--- src/rtl/ctrl_pkg.sv ---
// Shared control encodings for the 5-stage core: opcodes, extender/result/ALU
// selects, and the per-stage control bundles carried down the pipeline.
package ctrl_pkg;

  localparam logic [6:0] OP_LOAD  = 7'b0000011;
  localparam logic [6:0] OP_STORE = 7'b0100011;
  localparam logic [6:0] OP_R     = 7'b0110011;
  localparam logic [6:0] OP_BEQ   = 7'b1100011;
  localparam logic [6:0] OP_IALU  = 7'b0010011;
  localparam logic [6:0] OP_JAL   = 7'b1101111;
  localparam logic [6:0] OP_LUI   = 7'b0110111;

  localparam logic [2:0] IMM_I = 3'd0;
  localparam logic [2:0] IMM_S = 3'd1;
  localparam logic [2:0] IMM_B = 3'd2;
  localparam logic [2:0] IMM_J = 3'd3;
  localparam logic [2:0] IMM_U = 3'd4;

  localparam logic [1:0] RES_ALU = 2'b00;
  localparam logic [1:0] RES_MEM = 2'b01;
  localparam logic [1:0] RES_PC4 = 2'b10;
  localparam logic [1:0] RES_IMM = 2'b11;

  localparam logic [1:0] ALUOP_ADD   = 2'b00;
  localparam logic [1:0] ALUOP_SUB   = 2'b01;
  localparam logic [1:0] ALUOP_FUNCT = 2'b10;

  localparam logic [2:0] ALUC_ADD = 3'b000;
  localparam logic [2:0] ALUC_SUB = 3'b001;
  localparam logic [2:0] ALUC_AND = 3'b010;
  localparam logic [2:0] ALUC_OR  = 3'b011;
  localparam logic [2:0] ALUC_SLT = 3'b101;

  typedef struct packed {
    logic       reg_write;
    logic [1:0] result_src;
    logic       mem_write;
    logic       jump;
    logic       branch;
    logic [2:0] alu_control;
    logic       alu_src;
    logic       illegal;
  } ctrl_e_t;

  typedef struct packed {
    logic       reg_write;
    logic [1:0] result_src;
    logic       mem_write;
  } ctrl_m_t;

  typedef struct packed {
    logic       reg_write;
    logic [1:0] result_src;
  } ctrl_w_t;

endpackage

--- src/rtl/ctrl_pipe_if.sv ---
// Decode-stage inputs and per-stage control outputs of the pipelined control unit.
interface ctrl_pipe_if;
  logic [6:0] opD;
  logic [2:0] funct3D;
  logic       funct7b5D;
  logic       FlushE;
  logic       ZeroE;
  logic [2:0] ImmSrcD;
  logic       IllegalD;
  logic       RegWriteE, RegWriteM, RegWriteW;
  logic [1:0] ResultSrcE, ResultSrcM, ResultSrcW;
  logic       MemWriteM;
  logic       ALUSrcE;
  logic [2:0] ALUControlE;
  logic       PCSrcE;
  logic       IllegalE;

  modport master (
    output opD, funct3D, funct7b5D, FlushE, ZeroE,
    input  ImmSrcD, IllegalD, RegWriteE, RegWriteM, RegWriteW,
           ResultSrcE, ResultSrcM, ResultSrcW, MemWriteM, ALUSrcE,
           ALUControlE, PCSrcE, IllegalE
  );

  modport slave (
    input  opD, funct3D, funct7b5D, FlushE, ZeroE,
    output ImmSrcD, IllegalD, RegWriteE, RegWriteM, RegWriteW,
           ResultSrcE, ResultSrcM, ResultSrcW, MemWriteM, ALUSrcE,
           ALUControlE, PCSrcE, IllegalE
  );
endinterface

--- src/rtl/ctrl_pipe_alu_dec.sv ---
// ALU decoder: ALUOp plus funct fields to ALU operation; flags unsupported funct3.
module alu_dec
  import ctrl_pkg::*;
(
  input  logic [1:0] alu_op,
  input  logic [2:0] funct3,
  input  logic       op5,
  input  logic       funct7b5,
  output logic [2:0] alu_control,
  output logic       illegal
);

  always_comb begin
    alu_control = ALUC_ADD;
    illegal     = 1'b0;
    unique case (alu_op)
      ALUOP_ADD: alu_control = ALUC_ADD;
      ALUOP_SUB: alu_control = ALUC_SUB;
      ALUOP_FUNCT: begin
        unique case (funct3)
          3'b000:  alu_control = (op5 & funct7b5) ? ALUC_SUB : ALUC_ADD;
          3'b010:  alu_control = ALUC_SLT;
          3'b110:  alu_control = ALUC_OR;
          3'b111:  alu_control = ALUC_AND;
          default: illegal = 1'b1;
        endcase
      end
      default: alu_control = ALUC_ADD;
    endcase
  end

endmodule

--- src/rtl/ctrl_pipe.sv ---
// Pipelined control unit: Decode-stage main decoder plus D->E->M->W control registers.
module ctrl_pipe
  import ctrl_pkg::*;
(
  input  logic        clk,
  input  logic        reset,
  ctrl_pipe_if.slave  bus
);

  logic       reg_write_raw, alu_src_raw, mem_write_raw, branch_raw, jump_raw;
  logic [2:0] imm_src_raw;
  logic [1:0] result_src_raw, alu_op;
  logic       op_known, alu_illegal, illegal_d;
  logic [2:0] alu_control_d;
  ctrl_e_t    ctrl_d, ctrl_e;
  ctrl_m_t    ctrl_m;
  ctrl_w_t    ctrl_w;

  always_comb begin
    reg_write_raw  = 1'b0;
    imm_src_raw    = IMM_I;
    alu_src_raw    = 1'b0;
    mem_write_raw  = 1'b0;
    result_src_raw = RES_ALU;
    branch_raw     = 1'b0;
    jump_raw       = 1'b0;
    alu_op         = ALUOP_ADD;
    op_known       = 1'b1;
    unique case (bus.opD)
      OP_LOAD:  begin reg_write_raw = 1'b1; alu_src_raw = 1'b1; result_src_raw = RES_MEM; end
      OP_STORE: begin imm_src_raw = IMM_S; alu_src_raw = 1'b1; mem_write_raw = 1'b1; end
      OP_R:     begin reg_write_raw = 1'b1; alu_op = ALUOP_FUNCT; end
      OP_BEQ:   begin imm_src_raw = IMM_B; branch_raw = 1'b1; alu_op = ALUOP_SUB; end
      OP_IALU:  begin reg_write_raw = 1'b1; alu_src_raw = 1'b1; alu_op = ALUOP_FUNCT; end
      OP_JAL:   begin reg_write_raw = 1'b1; imm_src_raw = IMM_J; result_src_raw = RES_PC4; jump_raw = 1'b1; end
      OP_LUI:   begin reg_write_raw = 1'b1; imm_src_raw = IMM_U; result_src_raw = RES_IMM; end
      default:  op_known = 1'b0;
    endcase
  end

  alu_dec u_alu_dec (
    .alu_op      (alu_op),
    .funct3      (bus.funct3D),
    .op5         (bus.opD[5]),
    .funct7b5    (bus.funct7b5D),
    .alu_control (alu_control_d),
    .illegal     (alu_illegal)
  );

  assign illegal_d = ~op_known | alu_illegal;

  // Illegal instructions become an inert bundle that still carries the illegal flag.
  always_comb begin
    ctrl_d = '0;
    if (illegal_d) begin
      ctrl_d.illegal = 1'b1;
    end else begin
      ctrl_d.reg_write   = reg_write_raw;
      ctrl_d.result_src  = result_src_raw;
      ctrl_d.mem_write   = mem_write_raw;
      ctrl_d.jump        = jump_raw;
      ctrl_d.branch      = branch_raw;
      ctrl_d.alu_control = alu_control_d;
      ctrl_d.alu_src     = alu_src_raw;
    end
  end

  always_ff @(posedge clk) begin
    if (reset) begin
      ctrl_e <= '0;
      ctrl_m <= '0;
      ctrl_w <= '0;
    end else begin
      ctrl_e <= bus.FlushE ? '0 : ctrl_d;
      ctrl_m <= '{reg_write: ctrl_e.reg_write, result_src: ctrl_e.result_src,
                  mem_write: ctrl_e.mem_write};
      ctrl_w <= '{reg_write: ctrl_m.reg_write, result_src: ctrl_m.result_src};
    end
  end

  assign bus.ImmSrcD     = illegal_d ? IMM_I : imm_src_raw;
  assign bus.IllegalD    = illegal_d;
  assign bus.RegWriteE   = ctrl_e.reg_write;
  assign bus.ResultSrcE  = ctrl_e.result_src;
  assign bus.ALUSrcE     = ctrl_e.alu_src;
  assign bus.ALUControlE = ctrl_e.alu_control;
  assign bus.IllegalE    = ctrl_e.illegal;
  assign bus.PCSrcE      = ctrl_e.jump | (ctrl_e.branch & bus.ZeroE);
  assign bus.RegWriteM   = ctrl_m.reg_write;
  assign bus.ResultSrcM  = ctrl_m.result_src;
  assign bus.MemWriteM   = ctrl_m.mem_write;
  assign bus.RegWriteW   = ctrl_w.reg_write;
  assign bus.ResultSrcW  = ctrl_w.result_src;

endmodule

--- src/flat_wrapper.sv ---
// flat-port wrapper written by rule: the top's interface ports become plain ports
module ctrl_pipe_flat import ctrl_pkg::*;
  (clk, reset, bus_opD, bus_funct3D, bus_funct7b5D, bus_FlushE, bus_ZeroE, bus_ImmSrcD, bus_IllegalD, bus_RegWriteE, bus_RegWriteM, bus_RegWriteW, bus_ResultSrcE, bus_ResultSrcM, bus_ResultSrcW, bus_MemWriteM, bus_ALUSrcE, bus_ALUControlE, bus_PCSrcE, bus_IllegalE);
  ctrl_pipe_if bus_i ();
  input  logic clk;
  input  logic reset;
  input wire logic [$bits(bus_i.opD)-1:0] bus_opD;
  input wire logic [$bits(bus_i.funct3D)-1:0] bus_funct3D;
  input wire logic [$bits(bus_i.funct7b5D)-1:0] bus_funct7b5D;
  input wire logic [$bits(bus_i.FlushE)-1:0] bus_FlushE;
  input wire logic [$bits(bus_i.ZeroE)-1:0] bus_ZeroE;
  output wire logic [$bits(bus_i.ImmSrcD)-1:0] bus_ImmSrcD;
  output wire logic [$bits(bus_i.IllegalD)-1:0] bus_IllegalD;
  output wire logic [$bits(bus_i.RegWriteE)-1:0] bus_RegWriteE;
  output wire logic [$bits(bus_i.RegWriteM)-1:0] bus_RegWriteM;
  output wire logic [$bits(bus_i.RegWriteW)-1:0] bus_RegWriteW;
  output wire logic [$bits(bus_i.ResultSrcE)-1:0] bus_ResultSrcE;
  output wire logic [$bits(bus_i.ResultSrcM)-1:0] bus_ResultSrcM;
  output wire logic [$bits(bus_i.ResultSrcW)-1:0] bus_ResultSrcW;
  output wire logic [$bits(bus_i.MemWriteM)-1:0] bus_MemWriteM;
  output wire logic [$bits(bus_i.ALUSrcE)-1:0] bus_ALUSrcE;
  output wire logic [$bits(bus_i.ALUControlE)-1:0] bus_ALUControlE;
  output wire logic [$bits(bus_i.PCSrcE)-1:0] bus_PCSrcE;
  output wire logic [$bits(bus_i.IllegalE)-1:0] bus_IllegalE;
  assign bus_i.opD = bus_opD;
  assign bus_i.funct3D = bus_funct3D;
  assign bus_i.funct7b5D = bus_funct7b5D;
  assign bus_i.FlushE = bus_FlushE;
  assign bus_i.ZeroE = bus_ZeroE;
  assign bus_ImmSrcD = bus_i.ImmSrcD;
  assign bus_IllegalD = bus_i.IllegalD;
  assign bus_RegWriteE = bus_i.RegWriteE;
  assign bus_RegWriteM = bus_i.RegWriteM;
  assign bus_RegWriteW = bus_i.RegWriteW;
  assign bus_ResultSrcE = bus_i.ResultSrcE;
  assign bus_ResultSrcM = bus_i.ResultSrcM;
  assign bus_ResultSrcW = bus_i.ResultSrcW;
  assign bus_MemWriteM = bus_i.MemWriteM;
  assign bus_ALUSrcE = bus_i.ALUSrcE;
  assign bus_ALUControlE = bus_i.ALUControlE;
  assign bus_PCSrcE = bus_i.PCSrcE;
  assign bus_IllegalE = bus_i.IllegalE;
  ctrl_pipe u_core (.clk(clk), .reset(reset), .bus(bus_i));
endmodule
--- config.mk ---
export PLATFORM = sky130hd
export DESIGN_NAME = ctrl_pipe_flat
export DESIGN_NICKNAME = d
export VERILOG_FILES = /design/src/rtl/ctrl_pkg.sv /design/src/rtl/ctrl_pipe_if.sv /design/src/rtl/ctrl_pipe_alu_dec.sv /design/src/rtl/ctrl_pipe.sv /design/src/flat_wrapper.sv
export SDC_FILE = /design/constraint.sdc
export NUM_CORES = 1
export LEC_CHECK = 0
export BUFFER_PORTS_ARGS = -buffer_cell sky130_fd_sc_hd__buf_4
export CORE_MARGIN = 1.5
export CORE_UTILIZATION = 50
export DETAILED_ROUTE_END_ITERATION = 12
export MAX_ROUTING_LAYER = met4
export PLACE_DENSITY = 0.77
export SLEW_MARGIN = 20
export SYNTH_ARGS = -nofsm -noshare
export SYNTH_HDL_FRONTEND = slang
export SYNTH_SLANG_ARGS = --single-unit
export TNS_END_PERCENT = 50
--- constraint.sdc ---
create_clock -name clk -period 4.1 [get_ports clk]
set_input_delay 0.41 -clock clk [delete_from_list [all_inputs] [get_ports clk]]
set_output_delay 0.41 -clock clk [all_outputs]
set_load 0.1 [all_outputs]
======== Word-level counts from Yosys, hierarchy flattened ========
Cells that the tools add are included.
storage, ports and cells
  logic and storage cells ................. 54
  flip-flop bits (word level) ............. 18
  output and inout port bits .............. 20
  input bits .............................. 15
operators by class
  bitwise logic cells ..................... 5
  reduce and logical (&&, ||, !) cells .... 8
  muxes and demuxes ....................... 16
  equality and inequality tests ........... 12
operators by type and width
  operator                                                         count
  3-bit case mux with 4 select lines                               2
  7-bit by 6-bit == test with 1-bit output, second input constant  3
  7-bit == test, second input constant                             2
  1-bit two-way mux                                                10
  7-bit by 2-bit == test with 1-bit output, second input constant  1
  7-bit by 5-bit == test with 1-bit output, second input constant  1
  7-bit OR reduction                                               1
  3-bit == test, second input constant                             2
  2-bit case mux with 3 select lines                               1
  3-bit case mux with 2 select lines                               1
  3-bit OR reduction                                               2
  5-bit OR reduction                                               1
  2-bit case mux with 2 select lines                               1
  2-bit OR reduction                                               2
  4-bit OR reduction                                               1
  3-bit by 2-bit == test with 1-bit output, second input constant  1
  3-bit logical NOT                                                1
  3-bit two-way mux                                                1
  1-bit bitwise AND                                                2
  2-bit by 1-bit == test with 1-bit output, second input constant  1
  2-bit == test, second input constant                             1
  1-bit bitwise OR                                                 2
  1-bit NOT                                                        1

======== Depth between registers and ports, before layout ========
  depth in word-level cells ............... 7
  gate-level depth with buffers ........... 7
  gate-level depth less buffers ........... 6

======== Cells and area by module ========
A second synthesis with hierarchy kept.
second synthesis, totals
  cell total of the unflattened synthesis .. 94
  area total of the unflattened synthesis .. 918.4 µm²
modules (own cells, without submodules)
  module     cells each  area an instance (µm²)  times used  seq. area each (µm²)
  ctrl_pipe  79          805.8                   1           360.3
  alu_dec    15          112.6                   1           0.0

======== Worst setup path after synthesis ========
Ideal clock, no wire load.
  path type ............................... in2out
  start point ............................. input port bus_opD[2]
  end point ............................... output port bus_ImmSrcD[0]
  setup slack ............................. -2.678 ns
  path buffers ............................ 2
  arrival ................................. 6.368 ns
  stages on the path ...................... 7
  required time ........................... 3.690 ns
  path through ............................ clkbuf_1 > and4bb_4 > and3_1 > ha_1 > o21a_1 > clkbuf_1 > a2111oi_0
between the ends
  cells in the longest elaborated chain, start to end .. 7
  elaborated cells on any way between the ends .. 17
  classes of those cells .................. 8 x eq/ne; 5 x mux; 2 x bitwise; 2 x reduce/logical
RTL lines
  what                                                                                                  RTL line                 RTL
  from (decl)                                                                                           flat_wrapper.sv:7        input wire logic [$bits(bus_i.opD)-1:0] bus_opD;
  7-bit by 6-bit == test with 1-bit output or 7-bit by 5-bit == test with 1-bit output (tied branches)  ctrl_pipe.sv:29          unique case (bus.opD)
  2-bit OR reduction (no source line)                                                                   n/a
  2-bit case mux with 2 select lines                                                                    ctrl_pipe.sv:29
  2-bit == test                                                                                         ctrl_pipe_alu_dec.sv:16  unique case (alu_op)
  1-bit two-way mux                                                                                     ctrl_pipe_alu_dec.sv:16
  1-bit bitwise OR                                                                                      ctrl_pipe.sv:50          assign illegal_d = ~op_known | alu_illegal;
  3-bit two-way mux *                                                                                   ctrl_pipe.sv:81          assign bus.ImmSrcD = illegal_d ? IMM_I : imm_src_raw;
  to (decl)                                                                                             flat_wrapper.sv:12       output wire logic [$bits(bus_i.ImmSrcD)-1:0] bus_ImmSrcD;
Every way passes the cells marked *; elsewhere a longest branch is shown, timed or not.

======== Final worst setup path ========
  start point ............................. input port bus_opD[2]
  end point ............................... output port bus_IllegalD
between the ends
  cells in the longest elaborated chain, start to end .. 6
  elaborated cells on any way between the ends .. 15
  classes of those cells .................. 8 x eq/ne; 3 x mux; 2 x bitwise; 2 x reduce/logical
RTL lines
  what                                                                                                  RTL line                 RTL
  7-bit by 6-bit == test with 1-bit output or 7-bit by 5-bit == test with 1-bit output (tied branches)  ctrl_pipe.sv:29
  2-bit OR reduction (no source line)                                                                   n/a
  2-bit case mux with 2 select lines                                                                    ctrl_pipe.sv:29
  2-bit == test                                                                                         ctrl_pipe_alu_dec.sv:16
  1-bit two-way mux                                                                                     ctrl_pipe_alu_dec.sv:16
  1-bit bitwise OR *                                                                                    ctrl_pipe.sv:50
  to (decl)                                                                                             flat_wrapper.sv:13       output wire logic [$bits(bus_i.IllegalD)-1:0] bus_IllegalD;
Marks and branches as above.

==> qor_table.md <==
| Item | Value | Unit |
| --- | --- | --- |
| Sort of element at the end of the critical path | primary output | - |
| Highest ir drop seen on vdd | 0.000141 | V |
| Net switching power of the design | 0.0000844 | W |
| Slew at the pin with the worst max-slew slack | 0.627 | ns |
| Gate count of the mapped netlist | 93 | - |
| Setup Crit Path Kind | in -> out | - |
| Prevailing post-synth register cell | sky130_fd_sc_hd__dfxtp_1 | - |
| YS warnings | 0 | - |
| Die outline height | 45.9 | um |
| Drt first pass iters | 4 | - |
| Worst relative slew slack | 0.582 | - |
| Share of final-layout standard cells stronger than drive strength 1 | 0.418 | - |
| NumNets Final | 140 | - |
| Setup Total Neg Slack | 0 | ns |
| Total Wirelength | 1.87 | mm |
| Post-synth top cells | 18 x sky130_fd_sc_hd__dfxtp_1, 10 x sky130_fd_sc_hd__nor2b_1, 5 x sky130_fd_sc_hd__buf_4, 5 x sky130_fd_sc_hd__nor3_1 | - |
| Final Skew | 0.00159 | ns |
| Highest Clock Rate | 0.362 | GHz |
| Leakage power figure | 0.492 | nW |
| TritonCTS Sinks | 18 | - |
| Detailed Place HPWL | 1.46 | mm |
| DRC violation count after routing | 0 | - |
| Part of the power in registers | 0.531 | - |
| Number of buffers on the longest clock path | 2 | - |
| Fill count | 145 | - |
| Internal power summed over all cells | 0.000247 | W |
| Top area cells in the synthesized netlist | sky130_fd_sc_hd__dfxtp_1 39%, sky130_fd_sc_hd__nor2b_1 6.8%, sky130_fd_sc_hd__a2111oi_2 4.9%, sky130_fd_sc_hd__buf_4 4.1%, sky130_fd_sc_hd__a2111oi_4 3.0% | - |
| Logic gate share of total power | 0.144 | - |
| Slowest-stage cell, CP | sky130_fd_sc_hd__o21a_1 | - |
| First-pass GRT wire length | 3.02 | mm |
| 1st-iter DRT viols | 11 | - |
| Clock-pin transition on the worst setup and hold timing paths | 0.10 | ns |
| Critical path required time | 3.69 | ns |
| Post-CTS setup buffer count | 0 | - |
| H-tree depth | 1 | - |
| Worst Hold Class | in -> reg | - |
| Global-route congestion overflow total | 0 | - |
| Number of antenna-violating nets in the routed design | 0 | - |
| Flop and latch count out of synthesis | 18 | - |
| Top-Level Pins | 35 | - |
| Library cell with the highest instance count after synthesis | sky130_fd_sc_hd__dfxtp_1 | - |
| RSZ-0062 raised after global routing | no | - |
| CTS root buf | sky130_fd_sc_hd__clkbuf_4 | - |
| Pin count of the biggest net entering global routing | 15 | - |
| Number of enable flip-flop cells after synthesis | 0 | - |
| Met2 demand-to-capacity share in global routing | 0.347 | - |
| Synth async-reset ratio | 0 | - |
| Total via count in the routed design | 775 | - |
| Number of buffers inserted for hold repair after clock tree synthesis | 0 | - |
| Most common cell type on the critical path | sky130_fd_sc_hd__buf_4 | - |
| Count of input and output buffers | 34 | - |
| Post-layout minimum cycle time | 2.77 | ns |
| Area Growth Syn to Fin | 29.3 | % |
| Maximum net fanout on the critical path | 14 | - |
| Run status | completed | - |
| Die ar. | 0.00210 | mm^2 |
| Total Power Consumption | 0.000332 | W |
| Data arrival time at the worst-slack endpoint | 2.36 | ns |
| Number of antenna violations at the first check in global routing | 0 | - |
| Number of inserted diodes | 0 | - |
| GR Layer Usage met1 | 0.239 | - |
| Min setup slack post-route | 1.33 | ns |
| Fin util | 0.688 | - |
| Cells along the critical path | buf_4 > and4bb_4 > and3_1 > ha_1 > o21a_1 > a21o_2 > buf_4 | - |
| Layer with the highest usage after global routing | met2 | - |
| Clk pwr share | 0.325 | - |
| Total routing usage reported by global routing | 0.207 | - |
| Max Cap Violations | 0 | - |
| Power per Cell Area | 279 | mW/mm^2 |
| Switching portion of total power | 0.254 | - |
| TritonCTS clock tree | built | - |
| Initial core utilization | 0.532 | - |
| Number of max-slew violations in the final report | 0 | - |
| Rows | 15 | - |
| Fraction of the yosys area taken by sequential cells | 0.392 | - |
| Number of buffers added by the clock tree synthesis step | 3 | - |
| Ratio of routed vias to standard cells | 5.27 | - |
| Count of instances resized after the clock tree is built | 0 | - |
| Delay of the slowest critical-path stage | 0.55 | ns |
| Post-route fraction of the period consumed by the critical path | 0.674 | - |
| Synthesized netlist net count | 110 | - |
| Top-area cell type share of the netlist area | 0.392 | - |
| Routed length per instance | 12.7 | um |
| Met3 Track Usage GR | 0.0357 | - |
| Avg Synthesized Cell Area | 9.88 | um^2 |
| Final setup violation count | 0 | - |
| Distinct cell type count after synthesis | 40 | - |
| Critical path startpoint category | input pin | - |
| Core region area | 0.00173 | mm^2 |
| Post-Place Worst Slack | 1.32 | ns |
| Placer Congestion | 0.823 | - |
| Number of global-route vias before repair | 707 | - |
| Die W | 45.9 | um |
| Netlist area before placement | 918 | um^2 |
| Count of endpoints failing hold in the final timing report | 0 | - |
| Clk_lat worst skew | 0.29 | ns |
| Dominant cell type by area after synthesis | sky130_fd_sc_hd__dfxtp_1 | - |
power groups by stage:
stage | Sequential (W) | Combinational, W | Clock (W)
final | 0.000176 | 0.0000478 | 0.000108
after global routing | 0.000176 | 0.0000514 | 0.000117
after CTS | 0.000176 | 0.0000479 | 0.000110
after detailed placement | 0.000180 | 0.0000478 | 0
after global placement | 0.000180 | 0.0000469 | 0
after floorplan | 0.000186 | 0.0000227 | 0
critical path, delay by kind of cell:
kind                       cells  cell delay [ns]
and+or+nand+nor                2             0.58
AOI/OAI and AO/OA              2             0.72
buffers and inverters          2             0.42
adders and majority gates      1             0.22
cell families after synthesis:
logic type      share of synthesized area
simple gates                        0.275
compound gates                      0.210
flops                               0.392
buf+inv                            0.0858
fa+ha+maj                          0.0272
xor+xnor                          0.00954
flip-flops by register name, summed over array words and instances, names as in the netlist:
signal                  count
u_core.bus.RegWriteW        1
u_core.bus.ALUSrcE          1
u_core.bus.ResultSrcE       2
u_core.bus.ALUControlE      3
u_core.bus.RegWriteM        1
u_core.ctrl_e               3
u_core.bus.RegWriteE        1
u_core.bus.ResultSrcM       2
u_core.bus.MemWriteM        1
u_core.bus.ResultSrcW       2
u_core.bus.IllegalE         1
metal layers:
| metal | part of all wire | up-vias |
|---|---|---|
| li1 | - | 394 |
| met1 | 0.44 | 353 |
| met2 | 0.50 | 24 |
| met3 | 0.040 | 4 |
| met4 | 0.016 | 0 |
| met5 | 0 | - |
stage by stage:
step | instance area, um^2 | std cells | hold slack [ns]
2_1_floorplan | 925 | 93 | 0.414
3_3_place_gp | 1150 | 143 | 0.421
3_5_place_dp | 1150 | 143 | 0.442
4_1_cts | 1190 | 147 | 0.330
5_1_grt | 1190 | 147 | 0.331
6_report | 1190 | 147 | 0.334
placed cells by master, fill, tap and decap left out, types with 2 or more instances in the layout:
| cell type | count |
|---|---|
| sky130_fd_sc_hd__nand2_1 | 4 |
| sky130_fd_sc_hd__a2111oi_2 | 4 |
| sky130_fd_sc_hd__or3_1 | 3 |
| sky130_fd_sc_hd__ha_1 | 2 |
| sky130_fd_sc_hd__nor3_1 | 5 |
| sky130_fd_sc_hd__buf_4 | 34 |
| sky130_fd_sc_hd__nand4_1 | 3 |
| sky130_fd_sc_hd__clkbuf_4 | 3 |
| sky130_fd_sc_hd__dfxtp_1 | 18 |
| sky130_fd_sc_hd__nor2b_1 | 10 |
| sky130_fd_sc_hd__inv_1 | 4 |
| sky130_fd_sc_hd__nand3_1 | 4 |
cell type report:
| type | instances | area [um^2] | share of cell area |
|---|---|---|---|
| timing repair buffer | 34 | 255 | 0.215 |
| inverter | 5 | 18.8 | 0.0158 |
| clock buffer | 4 | 36.3 | 0.0306 |
| multi-input combinational | 61 | 485 | 0.409 |
| tap | 25 | 31.3 | 0.0263 |
| sequential | 18 | 360 | 0.303 |
path summary, 6_finish.rpt:
kind              cells past startpoint  slack, ns                     start                       end
setup / recovery                      7       1.33                bus_opD[2]              bus_IllegalD
hold / removal                        2       0.33                     reset  u_core.bus.ResultSrcW[1]
setup reg to reg                      1       3.56  u_core.bus.ResultSrcE[0]  u_core.bus.ResultSrcM[0]
hold reg to reg                       1       0.46          u_core.ctrl_e[7]      u_core.bus.MemWriteM
Power figures use the tool's default switching activity.
